### config.mk
export PLATFORM = sky130hd
export DESIGN_NAME = add_arb
export DESIGN_NICKNAME = d
export VERILOG_FILES = /design/src/rtl/add_arb_pkg.sv /design/src/rtl/add_arb_adder.sv /design/src/rtl/add_arb_fifo.sv /design/src/rtl/add_arb.sv
export SDC_FILE = /design/constraint.sdc
export NUM_CORES = 1
export LEC_CHECK = 0
export CAP_MARGIN = 20
export CORE_MARGIN = 2
export CORE_UTILIZATION = 57
export DETAILED_ROUTE_END_ITERATION = 8
export PLACE_DENSITY = 0.8
export SLEW_MARGIN = 40
export SYNTH_ARGS = -nofsm -noshare
export SYNTH_HDL_FRONTEND = slang
export SYNTH_SLANG_ARGS = --single-unit
### constraint.sdc
create_clock -name clock -period 6.1 [get_ports clock]
set_input_delay 1.22 -clock clock [delete_from_list [all_inputs] [get_ports clock]]
set_output_delay 1.22 -clock clock [all_outputs]
set_load 0.03 [all_outputs]
### src/rtl/add_arb_pkg.sv
// add_arb_pkg: shared widths and the in-flight result tag for the add_arb scheduler.
package add_arb_pkg;
  localparam int LANE_W = 32;
  localparam int NREQ = 2;
  typedef struct packed {
    logic valid;
    logic id;
  } tag_t;
endpackage

### src/rtl/add_arb_adder.sv
// add_arb_adder: LANES-wide 32-bit lane adder with one registered stage; carries are dropped.
module add_arb_adder import add_arb_pkg::*; #(
  parameter int LANES = 1
) (
  input  logic                    clk_i,
  input  logic                    rst_i,
  input  logic [LANE_W*LANES-1:0] a_i,
  input  logic [LANE_W*LANES-1:0] b_i,
  output logic [LANE_W*LANES-1:0] y_o
);
  logic [LANE_W*LANES-1:0] y_q, y_d;
  for (genvar l = 0; l < LANES; l++) begin : g_lane
    assign y_d[l*LANE_W +: LANE_W] = a_i[l*LANE_W +: LANE_W] + b_i[l*LANE_W +: LANE_W];
  end
  always_ff @(posedge clk_i) begin
    if (rst_i) y_q <= '0;
    else y_q <= y_d;
  end
  assign y_o = y_q;
endmodule

### src/rtl/add_arb_fifo.sv
// add_arb_fifo: DEPTH x W synchronous result FIFO; head reads as zero when empty.
module add_arb_fifo #(
  parameter int DEPTH = 4,
  parameter int W = 32,
  localparam int AW = $clog2(DEPTH),
  localparam int OW = $clog2(DEPTH + 1)
) (
  input  logic          clk_i,
  input  logic          rst_i,
  input  logic          push_i,
  input  logic          pop_i,
  input  logic [W-1:0]  data_i,
  output logic [W-1:0]  data_o,
  output logic [OW-1:0] occ_o,
  output logic          empty_o,
  output logic          full_o
);
  logic [W-1:0] mem_q [DEPTH];
  logic [AW-1:0] wr_q, wr_d, rd_q, rd_d;
  logic [OW-1:0] occ_q, occ_d;
  logic pop;
  assign pop = pop_i && !empty_o;
  assign empty_o = occ_q == '0;
  assign full_o = occ_q == OW'(DEPTH);
  assign occ_o = occ_q;
  assign data_o = empty_o ? '0 : mem_q[rd_q];
  always_comb begin
    wr_d = !push_i ? wr_q : wr_q == AW'(DEPTH - 1) ? '0 : wr_q + 1'b1;
    rd_d = !pop ? rd_q : rd_q == AW'(DEPTH - 1) ? '0 : rd_q + 1'b1;
    occ_d = occ_q + OW'(push_i) - OW'(pop);
  end
  always_ff @(posedge clk_i) begin
    if (push_i) mem_q[wr_q] <= data_i;
  end
  always_ff @(posedge clk_i) begin
    if (rst_i) begin
      wr_q <= '0;
      rd_q <= '0;
      occ_q <= '0;
    end else begin
      wr_q <= wr_d;
      rd_q <= rd_d;
      occ_q <= occ_d;
    end
  end
endmodule

### src/rtl/add_arb.sv
// add_arb: round-robin two-requester front end for the lane adder with per-requester result FIFOs.
// Optional counters stat_grant0/1 and stat_stall are built when ADD_ARB_STATS_EN is defined.
module add_arb import add_arb_pkg::*; #(
  parameter int LANES = 1,
  parameter int DEPTH = 4
) (
  input  logic                    clock,
  input  logic                    reset,
  input  logic                    in0_valid,
  output logic                    in0_ready,
  input  logic [LANE_W*LANES-1:0] in0_a,
  input  logic [LANE_W*LANES-1:0] in0_b,
  input  logic                    in1_valid,
  output logic                    in1_ready,
  input  logic [LANE_W*LANES-1:0] in1_a,
  input  logic [LANE_W*LANES-1:0] in1_b,
  output logic                    out0_valid,
  input  logic                    out0_ready,
  output logic [LANE_W*LANES-1:0] out0_data,
  output logic                    out1_valid,
  input  logic                    out1_ready,
  output logic [LANE_W*LANES-1:0] out1_data
`ifdef ADD_ARB_STATS_EN
  ,
  output logic [31:0]             stat_grant0,
  output logic [31:0]             stat_grant1,
  output logic [31:0]             stat_stall
`endif
);
  localparam int W = LANE_W * LANES;
  localparam int OW = $clog2(DEPTH + 1);
  logic [NREQ-1:0] valid, rdy, credit, elig, gnt, push, pop, empty, full;
  logic [W-1:0] dout [NREQ];
  logic [OW-1:0] occ [NREQ];
  logic [W-1:0] sum;
  tag_t tag_q, tag_d;
  logic last_q, last_d;
  assign valid = {in1_valid, in0_valid};
  assign rdy = {out1_ready, out0_ready};
  // Credit counts the in-flight result but ignores a same-cycle pop, so a push can never overflow.
  always_comb begin
    for (int i = 0; i < NREQ; i++) begin
      credit[i] = int'(occ[i]) + int'(tag_q.valid && tag_q.id == 1'(i)) < DEPTH;
      push[i] = tag_q.valid && tag_q.id == 1'(i);
      pop[i] = !empty[i] && rdy[i];
    end
    elig = valid & credit;
    gnt = reset ? '0 : &elig ? (last_q ? 2'b01 : 2'b10) : elig;
    tag_d = '{valid: |gnt, id: gnt[1]};
    last_d = |gnt ? gnt[1] : last_q;
  end
  always_ff @(posedge clock) begin
    if (reset) begin
      tag_q <= '0;
      last_q <= 1'b1;
    end else begin
      tag_q <= tag_d;
      last_q <= last_d;
    end
  end
  add_arb_adder #(.LANES(LANES)) u_adder (
    .clk_i(clock),
    .rst_i(reset),
    .a_i  (gnt[1] ? in1_a : in0_a),
    .b_i  (gnt[1] ? in1_b : in0_b),
    .y_o  (sum)
  );
  for (genvar g = 0; g < NREQ; g++) begin : g_fifo
    add_arb_fifo #(.DEPTH(DEPTH), .W(W)) u_fifo (
      .clk_i  (clock),
      .rst_i  (reset),
      .push_i (push[g]),
      .pop_i  (pop[g]),
      .data_i (sum),
      .data_o (dout[g]),
      .occ_o  (occ[g]),
      .empty_o(empty[g]),
      .full_o (full[g])
    );
  end
  always_ff @(posedge clock) begin
    if (!reset) assert (!(|(push & full)));
  end
  assign in0_ready = gnt[0];
  assign in1_ready = gnt[1];
  assign out0_valid = !empty[0];
  assign out1_valid = !empty[1];
  assign out0_data = dout[0];
  assign out1_data = dout[1];
`ifdef ADD_ARB_STATS_EN
  logic [31:0] sg0_q, sg1_q, stall_q;
  always_ff @(posedge clock) begin
    if (reset) begin
      sg0_q <= '0;
      sg1_q <= '0;
      stall_q <= '0;
    end else begin
      sg0_q <= sg0_q + 32'(gnt[0]);
      sg1_q <= sg1_q + 32'(gnt[1]);
      stall_q <= stall_q + 32'(|(valid & ~gnt));
    end
  end
  assign stat_grant0 = sg0_q;
  assign stat_grant1 = sg1_q;
  assign stat_stall = stall_q;
`endif
endmodule

==> out/results.txt <==
Min Hold Slack: 0.5002 ns
Post-Syn Area: 14320 µm²
Vias: 8419
Crit end category: flip-flop
Setup tns final: 0 ns
Power, Total: 0.006954 W
Height of the chip: 162.5 µm
Clock transition at path regs: 0.06 ns
Final antenna diode count: 0
First-pass GRT wire length: 47240 µm
Relative slew slack: 46.25%
Total congestion overflow: 0
Logic gate share of total power: 35.4%
Gr usage total: 23.57%
Cell count after synthesis: 915
Top-area cell type share of the netlist area: 53.68%
Internal power: 0.004683 W
Worst skew pair latency: 0.54 ns
Yosys warnings: 0
Slew Limit Fails: 0
Tmin final: 4.758 ns
Routed WL per cell: 20.91 µm
Async set-or-reset flop fraction in the synthesized netlist: 0%
Register bit total from synthesis: 309
Post-route cell area: 17550 µm²
Layout fillers: 1584
Clock sinks: 309
Net Sw Power: 0.002272 W
Worst Skew: 0.01675 ns
Placed insts: 1421
Ys flop type: edfxtp_1
Initial antenna violation count: 0
Pleak: 6.275 nW
Hold depth: 2
IO buf count: 201
Syn_area_per_cell: 15.65 µm²
CTS hold repair buffers: 0
DP Area: 16670 µm²
Setup Viol. Count Final: 0
RePlAce Congestion: 0.8973
Share of post-route cells with drive strength above 1: 17.89%
PostCTS Resize Cnt: 0
RSZ-0062 raised after global routing: false
Largest net degree at the start of global routing: 56
Syn Nets: 1099
1st-iter DRT viols: 556
Vias in the first global route: 8539
Worst r2r src: g_fifo[0].u_fifo.occ_o[1]
Net Sw Frac: 32.67%
Root Buffer: clkbuf_16
Hold Path Class: reg -> reg
Clock tree buffer depth: 3
Cells on worst reg2reg path: 15
Power density over the cells: 396.3 nW/µm²
Seq/Total Area, Yosys: 61.09%
Number of remaining DRC errors: 0
Routed Antenna Nets: 0
Non-Filler Instances: 1470
Via density: 5.727
Starting Density: 57.53%
Hold Vio Cnt, Final: 0
Die area: 26410 µm²
MaxCap Viol Count: 0
Kind of critical path: reg -> reg
Arr. time, crit path: 5.18 ns
Endpoint, Worst Hold: g_fifo[1].u_fifo.wr_q[1]
VDD IR max: 245.0 µV
Top cell type by total area after synthesis: edfxtp_1
Core Box Area: 24890 µm²
Critical path required time: 6.52 ns
P&R area growth vs syn: 22.53%
Final Cycle Share: 78.01%
Dominant cells by area after synthesis: edfxtp_1 (54%), mux4_2 (10%), dfxtp_1 (7.4%), mux2_4 (6.2%), ha_1 (4.1%)
FF-to-FF End: u_adder.y_o[27]
Chip width: 162.5 µm
Routed WL: 30740 µm
Hpwl dp: 20160 µm
Clock buffer count from CTS: 28
DRT Pass-1 Iters: 5
Netlist cell types: 63
Clock power frac: 24.2%
# H-tree levels: 1
Post CTS Setup Buffer Count: 0
CP Max Fanout: 25
Min-delay src: g_fifo[1].u_fifo.wr_q[1]
Seq pwr share: 40.3%
Io pins: 202
CP Launch Type: flip-flop
Worst reg2reg setup slack: 1.34 ns
Worst Tran Pin Value: 0.8063 ns
Post-synth EDFFs: 256
Row cnt: 58
TritonCTS clock tree: built
Status: completed
Final net count: 1305
Fmax: 0.2102 GHz
## cells by family after synthesis
| family | synth area share (%) |
|---|---|
| AO/OA/AOI/OAI | 6.046 |
| XOR/XNOR | 1.345 |
| adder cells (fa/ha/maj) | 4.526 |
| buffers and inverters | 1.992 |
| flip-flops | 61.09 |
| multiplexers | 17.17 |
| AND/OR/NAND/NOR | 7.837 |
## worst max-delay path by stage
| stage | startpoint | to | slack [ns] | cells past startpoint |
|---|---|---|---|---|
| final | g_fifo[0].u_fifo.occ_o[1] | u_adder.y_o[27] | 1.34 | 15 |
| after global routing | g_fifo[0].u_fifo.occ_o[1] | u_adder.y_o[24] | 0.97 | 15 |
| after CTS | g_fifo[0].u_fifo.occ_o[1] | u_adder.y_o[24] | 1.35 | 15 |
| after detailed placement | in1_valid | u_adder.y_o[24] | 0.94 | 12 |
| after global placement | in0_valid | u_adder.y_o[27] | 1.00 | 13 |
| after floorplan | in0_valid | u_adder.y_o[24] | 1.88 | 14 |
## flip-flops by register name, summed over array words and instances (netlist names), named ones only
name and count:
g_fifo.u_fifo.rd_q 4, g_fifo.u_fifo.mem_q 256, last_q 1, g_fifo.u_fifo.wr_q 4, g_fifo.u_fifo.occ_o 6, u_adder.y_o 32
tag_q 2
## cell type report
| class | instances | area (µm²) | area share (%) |
|---|---|---|---|
| sequential | 309 | 8751 | 49.87 |
| multi-input combinational | 546 | 5298 | 30.19 |
| timing repair buffer | 217 | 2140 | 12.19 |
| clock buffer | 36 | 752.0 | 4.285 |
| tap | 330 | 412.9 | 2.353 |
| clock inverter | 13 | 123.9 | 0.7059 |
| inverter | 19 | 71.32 | 0.4064 |
## cells in the mapped netlist (3+ instances only)
| library cell | count |
|---|---|
| buf_6 | 6 |
| fa_1 | 3 |
| xnor2_1 | 12 |
| a21oi_1 | 36 |
| and2_1 | 72 |
| nand2_1 | 33 |
| ha_1 | 47 |
| nor2b_1 | 11 |
| dfxtp_1 | 53 |
| nand4_1 | 8 |
| a31oi_1 | 8 |
| inv_1 | 18 |
| o21bai_1 | 4 |
| o21ai_0 | 15 |
| o21a_1 | 11 |
| and3_1 | 7 |
| buf_2 | 9 |
| nand3_1 | 6 |
| nand2b_1 | 3 |
| mux4_2 | 64 |
| a21boi_0 | 3 |
| mux2_2 | 7 |
| clkbuf_1 | 23 |
| edfxtp_1 | 256 |
| mux2i_1 | 3 |
| mux2_4 | 59 |
| xor2_1 | 10 |
| a211o_1 | 4 |
| or3_1 | 3 |
| a21o_1 | 14 |
| nor2_1 | 51 |
| nor3_1 | 11 |
| a211oi_1 | 5 |
## worst max-delay path, cell delays in order (launching register included)
cell	delay (ns)
dfxtp_1	0.37
ha_1	0.26
or2_2	0.30
a31oi_1	0.37
o21ai_2	0.17
o2111a_4	0.47
buf_4	0.25
mux2_4	0.31
ha_1	0.41
a21oi_4	0.20
o21ai_1	0.12
a221o_1	0.35
o31a_1	0.31
or2_1	0.24
o21bai_1	0.17
mux2_1	0.33
## power by group through the flow
| stage | registers, W | clock network [W] | logic [W] |
|---|---|---|---|
| final | 0.00281 | 0.00169 | 0.00246 |
| after CTS | 0.00281 | 0.00171 | 0.00248 |
| after detailed placement | 0.00284 | 0 | 0.00246 |
| after global placement | 0.00282 | 0 | 0.00243 |
| after global routing | 0.00284 | 0.00179 | 0.00264 |
| after floorplan | 0.00273 | 0 | 0.00167 |
## through the flow
step | util, % | setup slack (ns)
6_report | 70.50 | 1.342
5_1_grt | 70.50 | 0.9712
4_1_cts | 70.50 | 1.351
3_5_place_dp | 66.98 | 0.9437
3_3_place_gp | 66.98 | 1.001
2_1_floorplan | - | 1.875
## routing by layer
metal	share of wire, %	wire [µm]	GRT usage, %
met1	41	12600	31.87
met2	50	15400	40.64
met3	6.4	1952	2.903
met4	2.6	785	6.919
met5	0	0	0
## cell usage in the layout, fill, tap and decap left out, drive strengths merged, types with 3 or more instances in the layout
| master | instances |
|---|---|
| a211o | 4 |
| a211oi | 5 |
| a21boi | 4 |
| a21o | 14 |
| a21oi | 39 |
| a31oi | 8 |
| and2 | 72 |
| and3 | 7 |
| buf | 17 |
| clkbuf | 36 |
| clkdlybuf4s50 | 200 |
| clkinv | 8 |
| dfxtp | 53 |
| edfxtp | 256 |
| fa | 3 |
| ha | 47 |
| inv | 21 |
| mux2 | 68 |
| mux2i | 3 |
| mux4 | 64 |
| nand2 | 33 |
| nand2b | 3 |
| nand3 | 6 |
| nand4 | 8 |
| nor2 | 51 |
| nor2b | 11 |
| nor3 | 11 |
| o211ai | 3 |
| o21a | 11 |
| o21ai | 19 |
| o21bai | 4 |
| or3 | 3 |
| xnor2 | 12 |
| xor2 | 10 |
Power figures use the tool's default switching activity.
